File: config.mk
export PLATFORM = sky130hd
export DESIGN_NAME = voter_tally
export DESIGN_NICKNAME = d
export VERILOG_FILES = /design/src/rtl/voter_tally.sv
export SDC_FILE = /design/constraint.sdc
export NUM_CORES = 1
export LEC_CHECK = 0
export CAP_MARGIN = 40
export CORE_MARGIN = 2
export CORE_UTILIZATION = 40
export CTS_CLUSTER_SIZE = 25
export DETAILED_ROUTE_END_ITERATION = 16
export SLEW_MARGIN = 20
export SYNTH_ARGS = -nofsm -noshare
export SYNTH_HDL_FRONTEND = slang
export SYNTH_SLANG_ARGS = --single-unit
File: constraint.sdc
create_clock -name clk -period 5.5 [get_ports clk]
set_input_delay 1.1 -clock clk [delete_from_list [all_inputs] [get_ports clk]]
set_output_delay 1.1 -clock clk [all_outputs]
set_load 0.005 [all_outputs]
File: src/rtl/voter_tally.sv
// Weighted ballot tally: three voter classes are popcounted, weighted and summed
// into a saturating accumulator, with an IDLE/OPEN/CLOSED round controller.
module voter_tally #(
    parameter int NP_W    = 32,
    parameter int VIP_W   = 8,
    parameter int VVIP_W  = 1,
    parameter int NP_WT   = 1,
    parameter int VIP_WT  = 4,
    parameter int VVIP_WT = 16,
    parameter int RES_W   = 8,
    parameter int THRESH  = 128
) (
    input  logic              clk,
    input  logic              reset,
    input  logic              start,
    input  logic              close,
    input  logic              in_valid,
    input  logic [NP_W-1:0]   np,
    input  logic [VIP_W-1:0]  vip,
    input  logic [VVIP_W-1:0] vvip,
    output logic [RES_W-1:0]  result,
    output logic              sat,
    output logic              done,
    output logic              pass
);

    localparam int W_MAX  = NP_W * NP_WT + VIP_W * VIP_WT + VVIP_W * VVIP_WT;
    localparam int SUM_W  = $clog2(W_MAX + 1);
    // One spare bit above the wider operand so result+W can never wrap.
    localparam int ACC_W  = ((RES_W > SUM_W) ? RES_W : SUM_W) + 1;
    localparam int CMP_W  = (RES_W > 31) ? RES_W + 1 : 32;

    typedef enum logic [1:0] {
        S_IDLE,
        S_OPEN,
        S_CLOSED
    } state_e;

    state_e             state_q, state_d;
    logic [RES_W-1:0]   result_q, result_d;
    logic               sat_q, sat_d;
    logic               done_q, done_d;
    logic               pass_q, pass_d;

    logic [ACC_W-1:0]   w_sum;
    logic [ACC_W-1:0]   acc_base;
    logic [ACC_W-1:0]   acc_sum;
    logic               acc_ovf;
    logic [RES_W-1:0]   acc_clamp;

    always_comb begin
        w_sum = '0;
        for (int i = 0; i < NP_W; i++) begin
            if (np[i]) w_sum = w_sum + ACC_W'(NP_WT);
        end
        for (int i = 0; i < VIP_W; i++) begin
            if (vip[i]) w_sum = w_sum + ACC_W'(VIP_WT);
        end
        for (int i = 0; i < VVIP_W; i++) begin
            if (vvip[i]) w_sum = w_sum + ACC_W'(VVIP_WT);
        end
    end

    // A start discards the old tally, so the same-edge vote adds to zero.
    always_comb begin
        acc_base  = start ? '0 : {{(ACC_W - RES_W){1'b0}}, result_q};
        acc_sum   = acc_base + (in_valid ? w_sum : '0);
        acc_ovf   = |acc_sum[ACC_W-1:RES_W];
        acc_clamp = acc_ovf ? {RES_W{1'b1}} : acc_sum[RES_W-1:0];
    end

    always_comb begin
        state_d  = state_q;
        result_d = result_q;
        sat_d    = sat_q;
        done_d   = done_q;
        pass_d   = pass_q;
        if (start) begin
            state_d  = S_OPEN;
            result_d = acc_clamp;
            sat_d    = acc_ovf;
            done_d   = 1'b0;
            pass_d   = 1'b0;
        end else begin
            case (state_q)
                S_OPEN: begin
                    result_d = acc_clamp;
                    sat_d    = sat_q | acc_ovf;
                    if (close) begin
                        state_d = S_CLOSED;
                        done_d  = 1'b1;
                        pass_d  = CMP_W'(acc_clamp) >= CMP_W'(THRESH);
                    end
                end
                default: begin
                    state_d = state_q;
                end
            endcase
        end
    end

    always_ff @(posedge clk or posedge reset) begin
        if (reset) begin
            state_q  <= S_IDLE;
            result_q <= '0;
            sat_q    <= 1'b0;
            done_q   <= 1'b0;
            pass_q   <= 1'b0;
        end else begin
            state_q  <= state_d;
            result_q <= result_d;
            sat_q    <= sat_d;
            done_q   <= done_d;
            pass_q   <= pass_d;
        end
    end

    assign result = result_q;
    assign sat    = sat_q;
    assign done   = done_q;
    assign pass   = pass_q;

endmodule

==> results of run 1 <==
flip-flops by register name, summed over array words and instances (netlist names):
name	flops
pass	1
result	8
sat	1
state_q	2
synthesized netlist by cell type, types with 13 or more instances:
library cell  instances  area share, %
nor2_1              111            4.6
xnor2_1             134             13
a211oi_1             20            1.7
nand4_1              14           0.97
inv_1                49            2.0
xnor3_1              27            6.8
o21ai_0              51            2.8
nor3b_1              15            1.3
ha_1                 51            7.1
nor3_1               30            1.7
and3_1               21            1.5
a31oi_1              16            1.1
xor2_1               48            4.7
nand3_1              37            2.1
nor2b_1              28            1.9
clkbuf_1             37            1.5
nand2_1             139            5.8
and2_1               20            1.4
nand2b_1             22            1.5
a21oi_1              55            3.1
mux2i_1              33            3.7
o211ai_1             13            1.1
cell families after synthesis:
| family | after synthesis |
|---|---|
| xor+xnor | 228 |
| simple gates | 509 |
| flops | 12 |
| fa+ha+maj | 54 |
| buf+inv | 100 |
| compound gates | 280 |
| mux | 45 |
layer usage:
| layer | part of all wire (%) | vias up |
|---|---|---|
| met5 | 0 | - |
| met3 | 1.8 | 25 |
| met4 | 1.2 | 0 |
| met2 | 50 | 129 |
| li1 | - | 5588 |
| met1 | 47 | 5022 |
final timing paths:
check                           from    endpoint  slack, ns  cells after the start
min reg2reg                      sat         sat       0.53                      2
min                              sat         sat       0.53                      2
max reg2reg                result[0]   result[4]       2.86                     14
max in group asynchronous      reset   result[5]       4.03                      2
min in group asynchronous      reset  state_q[0]       1.16                      2
max                            np[1]   result[6]     -15.41                    126
stage by stage:
stage          instances  hold slack, ns  setup TNS, ns
4_1_cts             2071           0.533        -158.29
3_3_place_gp        2022           0.516        -165.61
2_1_floorplan       1228           0.510        -156.20
6_report            2081           0.526        -153.96
3_5_place_dp        2022           0.534        -169.50
5_1_grt             2081           0.568        -166.77
repair_timing:
item	CTS	global route
buffers inserted	45	11
setup endpoints to repair	10	10
gates cloned	1	0
gates resized for setup	42	58
pin swaps	82	74
cell type report:
cell class	instances	area, um^2
Tap cell	280	350
Fill cell	1853	7110
Timing Repair Buffer	616	4810
Inverter	53	216
Sequential cell	12	300
Multi-Input combinational cell	1117	9100
Clock buffer	3	75.1
worst reg2reg max path, stage by stage (launching register included):
cell and delay, ns:
dfrtp_1 0.36, nor2b_1 0.15, ha_1 0.18, inv_1 0.06, fa_1 0.38, nor2b_1 0.15
o21ai_0 0.12, a21oi_1 0.23, o21ai_2 0.07, nand2b_1 0.09, a21o_1 0.15, a21oi_4 0.07
buf_6 0.12, xnor2_4 0.24, a31oi_1 0.13
layout by cell type (no fill, tap or decap), drive strengths merged, types with 22 or more instances in the layout:
cell type	instances
ha	51
clkdlybuf4s50	53
mux2i	34
xnor2	140
xnor3	31
nor2	111
nand3	37
buf	562
inv	53
a211oi	22
nor3	30
nand2	140
nand2b	22
xor2	54
a21oi	56
nor2b	28
o21ai	59
==> results.txt, run 1 <==
The post-synthesis instance total is 1228. STA classifies the critical path endpoint as a flop. The global routing stage identified its most utilized layer as met2. The net count after synthesis is 1326. The number of DRC violations after detailed routing is 0. The simple-gate portion of the synthesized area came out at 28.8%.

By area, the combinational part of the netlist is dominated by XOR/XNOR gates. The number of slew-limit violations in the final report is 0. The finished layout cell area came out at 14800 um^2.

Setup repair after global routing could not meet its margin everywhere. The violation count after the first detailed-route iteration is 451. The antenna violation net count after detailed routing is 0. The first-pass GRT wire length is 46900 um. The row count came out at 54. The count of pins on the block boundary is 57.

Using the TritonRoute via totals, the vias-per-cell ratio works out to 5.17. The clock reaches the later pin of the worst-skew pair after 0.24 ns. Across all setup checks in the final design, the least slack found is -15.41 ns. The initial standard-cell utilization of the core is 41.0%.

The tool flagged a number of max-cap violations equal to 0. The overall track demand over capacity in global routing is 22.5%. The die width is 154 um. After layout, the minimum clock period comes to 20.91 ns. The placer congestion estimate came out at 0.872. Counting flops with a built-in enable in the synthesized netlist gives 0. The xor and xnor fraction of the mapped netlist area is 29.2%. The number of endpoints with negative hold slack in the final report was 0. The async set or reset register ratio after synthesis is 100%. The worst-margin pin slew is 0.612 ns. The tightest min-delay check is of the flop to flop type.

The slowest stage of the critical path is the a221o_1 cell. The total die area came out at 23700 um^2. The flip-flop and latch count after synthesis came out at 12. The largest net degree at the start of global routing came out at 16. The total number of vias came out at 10800.

The half-perimeter wire length after detailed placement came out at 22300 um. The met2 layer usage reported by global route came out at 42.3%. Headroom to the max-slew limit came out at 59.2%. In this run the deepest clock path goes through 2 buffers. The initial antenna violation count came out at 0. Dividing the final minimum period by the clock period gives 380%. The total core area is 22000 um^2. For this run, global-route usage on met3 was measured as 0.479%.

At the placement stage, the worst setup path has a slack of -16.97 ns. The total overflow left after global routing is 0. The setup clock skew after layout is 0.00234 ns. The sum of routed wire length over all layers came out at 27200 um. The number of hold buffers added after CTS was 0. The most frequently used flop master after synthesis is dfrtp_1. The buffers plus inverters on the worst setup path came out at 10. The mux contribution to synthesized area came out at 5.20%. STA puts the critical path data arrival time at 21.02 ns. The repair_antennas step left the layout with diodes totalling 0. The via count of the first global-routing pass is 10700. The mean post-synth cell area is 7.33 um^2. Cells fill 67.6% of the core in the end.

The startpoint type of the worst setup path is a primary input. The number of clock buffers inserted by TritonCTS came out at 3. Compared with the post-synthesis result, the final layout area differs by 65.1%.

The part of the Yosys area used for sequential elements came out at 3.34%. The met1 global-route usage came out at 29.4%. The distinct cell type count after synthesis is 99.

Data on the critical path is required at its endpoint by 5.61 ns. The net count reported at finish is 1901. Of the cells placed in the final design, the portion with a size suffix greater than 1 is 40.1%.

The post-synthesis instance area came out at 9000 um^2. The number of detailed-routing iterations run before antenna repair is 5. The clock-pin transition on the worst setup and hold timing paths came out at 0.04 ns. For this run, the top clock speed supported by timing is 0.0478 GHz. The largest stage delay on the critical path came out at 0.34 ns.

The die is 154 um tall. Setup violations remaining at the end of the flow were counted as 10. TritonCTS built the clock tree. The synthesized netlist devotes 21.5% of its cell area to compound gates. The startpoint-to-endpoint class of the critical path is primary input to flop. The adder-cell share of the synthesized area is 7.54%. The highest fanout seen on the critical path is 5.

The flow ran to the end, but the final reports show violations. Broken down by cell family, the worst path's largest delay share belongs to adder cells. The number of warnings printed during yosys synthesis came out at 0. The count of buffers inserted at the top-level ports is 56. The clock tree root driver cell is clkbuf_16. The sink count of the clock tree is 12. The cell area after placement is 13900 um^2. The final reports fail on setup timing. In the final routed layout, each cell accounts on average for 13.1 um. The maximum level of the CTS H-tree came out at 1.
Power of run 1 is left out: the tool's default activity adds up to more than one toggle a clock period on the data nets, which glitch-free logic cannot reach.
==> run 2: changes to the inputs <==
- CAP_MARGIN: 40 -> 20
==> results of run 2 <==
Final layout, timing and power as in run 1 (identical DEF).
Power of run 2 is left out for the same reason.
==> run 3: changes to the inputs <==
- CELL_PAD_IN_SITES_DETAIL_PLACEMENT: default -> 0
- CELL_PAD_IN_SITES_GLOBAL_PLACEMENT: default -> 2
- GPL_TIMING_DRIVEN: default -> 0
- PLACE_DENSITY_LB_ADDON: default -> 0.1
- SETUP_SLACK_MARGIN: default -> 0.5
==> results.txt, run 3 (synthesized netlist as in run 1, its figures left out) <==
The violation count after the first detailed-route iteration came out at 474 (+5.1%). The total die area came to 23700 um^2 (unchanged). The count of pins on the block boundary came out at 57 (unchanged). The master of the slowest instance on the critical path is xor3_2. The largest stage delay on the critical path came out at 0.44 ns (+0.10 ns). The count of buffers inserted at the top-level ports is 40 (-29%). The number of endpoints with negative hold slack in the final report came to 0 (unchanged).

The sink count of the clock tree is 12 (unchanged). The highest fanout seen on the critical path is 5 (unchanged). The maximum level of the CTS H-tree is 1 (unchanged). The startpoint of the worst-slack reg-to-reg timing path is result[0]. The via count of the first global-routing pass came out at 8654 (-19%). The total core area is 22000 um^2 (unchanged). The sum of routed wire length over all layers was 24300 um (-11%). The flip-flop count of the largest register after layout is 8 (unchanged). The run finished, with violations left.

The startpoint identified for the worst hold timing path is sat. The worst-margin pin slew came out at 0.958 ns (+0.345 ns). The number of detailed-routing iterations run before antenna repair is 5 (unchanged). The detailed route wirelength on metal2 is 12100 um (-11%). Setup repair after global routing could not meet its margin everywhere. The total congestion overflow after global routing is 0 (unchanged).

Clock tree synthesis selected as its root buffer the cell clkbuf_16. The upper clock frequency limit is 0.0457 GHz (-4.5%). The initial standard-cell utilization of the core came out at 41.0% (unchanged). The first-pass GRT wire length came out at 40800 um (-13%). The detailed router used layers up to and including met4. The required time of the critical path is 5.59 ns (-0.02 ns). The routed length per instance came out at 14.8 um (+14%). The placer congestion estimate came to 0.822 (-5.7%). The routed wire length on met3 is 253 um (-49%). The die width came out at 154 um (unchanged). The maximum root-to-sink buffer count was 2 (unchanged). The initial antenna violation count came to 0 (unchanged). The clock insertion delay at the later pin of the skew report came out at 0.24 ns (about the same). STA classifies the critical path endpoint as a flop. The number of cells on the worst hold path was 2 (unchanged). The row count is 54 (unchanged). The data arrival time of the worst path came out at 21.98 ns (+0.96 ns). The half-perimeter wire length after detailed placement is 18800 um (-16%). The fraction of the core area covered by cells at the end of the flow is 52.2% (-15 points). The checks that failed: setup timing. The setup clock skew after layout is 0.000650 ns (-0.00169 ns). The net count reported at finish was 1456 (-23%).

The post-detailed-route via-to-cell ratio came out at 5.49 (+6.2%). The remaining max-slew budget at the tightest pin is 35.7% (-23 points). The met1 layer wirelength in the final routing is 11800 um (-7.2%). The clock-pin transition on the worst setup and hold timing paths came to 0.04 ns (about the same). The worst path setup slack after routing was -16.39 ns (-0.979 ns). The final cycle utilization of the critical path came out at 398% (+18 points). The final setup TNS was -163.68 ns (-9.72 ns). In this design, the critical path's most frequently occurring cell is ha_4. The startpoint type of the worst setup path is a primary input. The final setup violation count is 10 (unchanged). The number of clock buffers inserted by TritonCTS came to 3 (unchanged). In this run the critical register-to-register path is captured at result[6]. The post-placement setup slack is -18.84 ns (-1.86 ns). In this run the worst setup path begins at np[0]. The critical path is of the primary input to flop type. The proportion of layout cells with a drive suffix above 1 came out at 19.6% (-20 points). The library cells used most frequently in the layout, excluding fill and tap cells, are nand2_1 (124), xnor2_1 (122), nor2_1 (108). The floorplan die height came out at 154 um (unchanged). The number of maximum-capacitance constraint violations came out at 0 (unchanged). The largest net degree at the start of global routing is 13 (-3).

The overall track demand over capacity in global routing came out at 19.8% (-2.8 points). The quantity of hold-fixing buffers added after cts is 0 (unchanged). Leaving out fill and tap cells, the most frequent cell in the layout is nand2_1. The TritonCTS clock tree is yes. The worst reg-to-reg path cell count came out at 14 (unchanged). The area added between synthesis and finish is 27.3%. The count of antenna diodes in the layout is 0 (unchanged).

The number of DRC violations after detailed routing came to 0 (unchanged). The antenna violation net count after detailed routing is 0 (unchanged). The total number of vias came out at 8985 (-17%). The worst reg-to-reg setup slack is 2.85 ns (about the same).

The final critical path time including I/O delays and setup is 21.89 ns (+0.979 ns). For hold timing, the worst endpoint is sat. The number of slew-limit violations in the final report is 0 (unchanged). The class of the tightest hold or removal check is flop to flop.
[run 3: critical path, delay by kind of cell]
kind                       cells  cell delay, ns
adders and majority gates     26            6.83
AOI/OAI and AO/OA             36            5.07
and+or+nand+nor               33            3.38
xor gates and xnor gates      16            3.14
muxes                          8            1.65
buffers and inverters          9            0.74
[run 3: worst max path at each step]
| stage | cells after the start | endpoint |
|---|---|---|
| floorplan | 126 | result[1] |
| global placement | 127 | result[6] |
| detailed placement | 128 | result[6] |
| CTS | 127 | result[6] |
| global route | 128 | result[4] |
| finish | 128 | result[6] |
[run 3: repair_timing]
action	CTS	global route
resized for setup	67	56
gates cloned	1	0
pin swaps	43	65
endpoints found under the setup margin	10	10
setup buffers	63	21
[run 3: layout make-up]
class	instances	area [um^2]
Buffer	47	214
Clock buffer	3	75.1
Fill cell	2170	10500
Inverter	53	219
Multi-Input combinational cell	1116	9190
Sequential cell	12	300
Tap cell	280	350
Timing Repair Buffer	125	1100
[run 3: per-stage QoR]
step                cell area [um^2]  hold WS (ns)  instances
CTS                            11000         0.529       1615
global placement               10100         0.517       1548
global route                   11500         0.576       1636
floorplan                       9380         0.510       1228
detailed placement             10100         0.523       1548
finish                         11500         0.536       1636
[run 3: per-layer routing]
metal	global-route usage [%]	vias up
met4	1.25	0
met1	26.4	4186
met3	0.451	10
li1	-	4710
met2	37.1	79
met5	0	-
Power of run 3 is left out for the same reason.
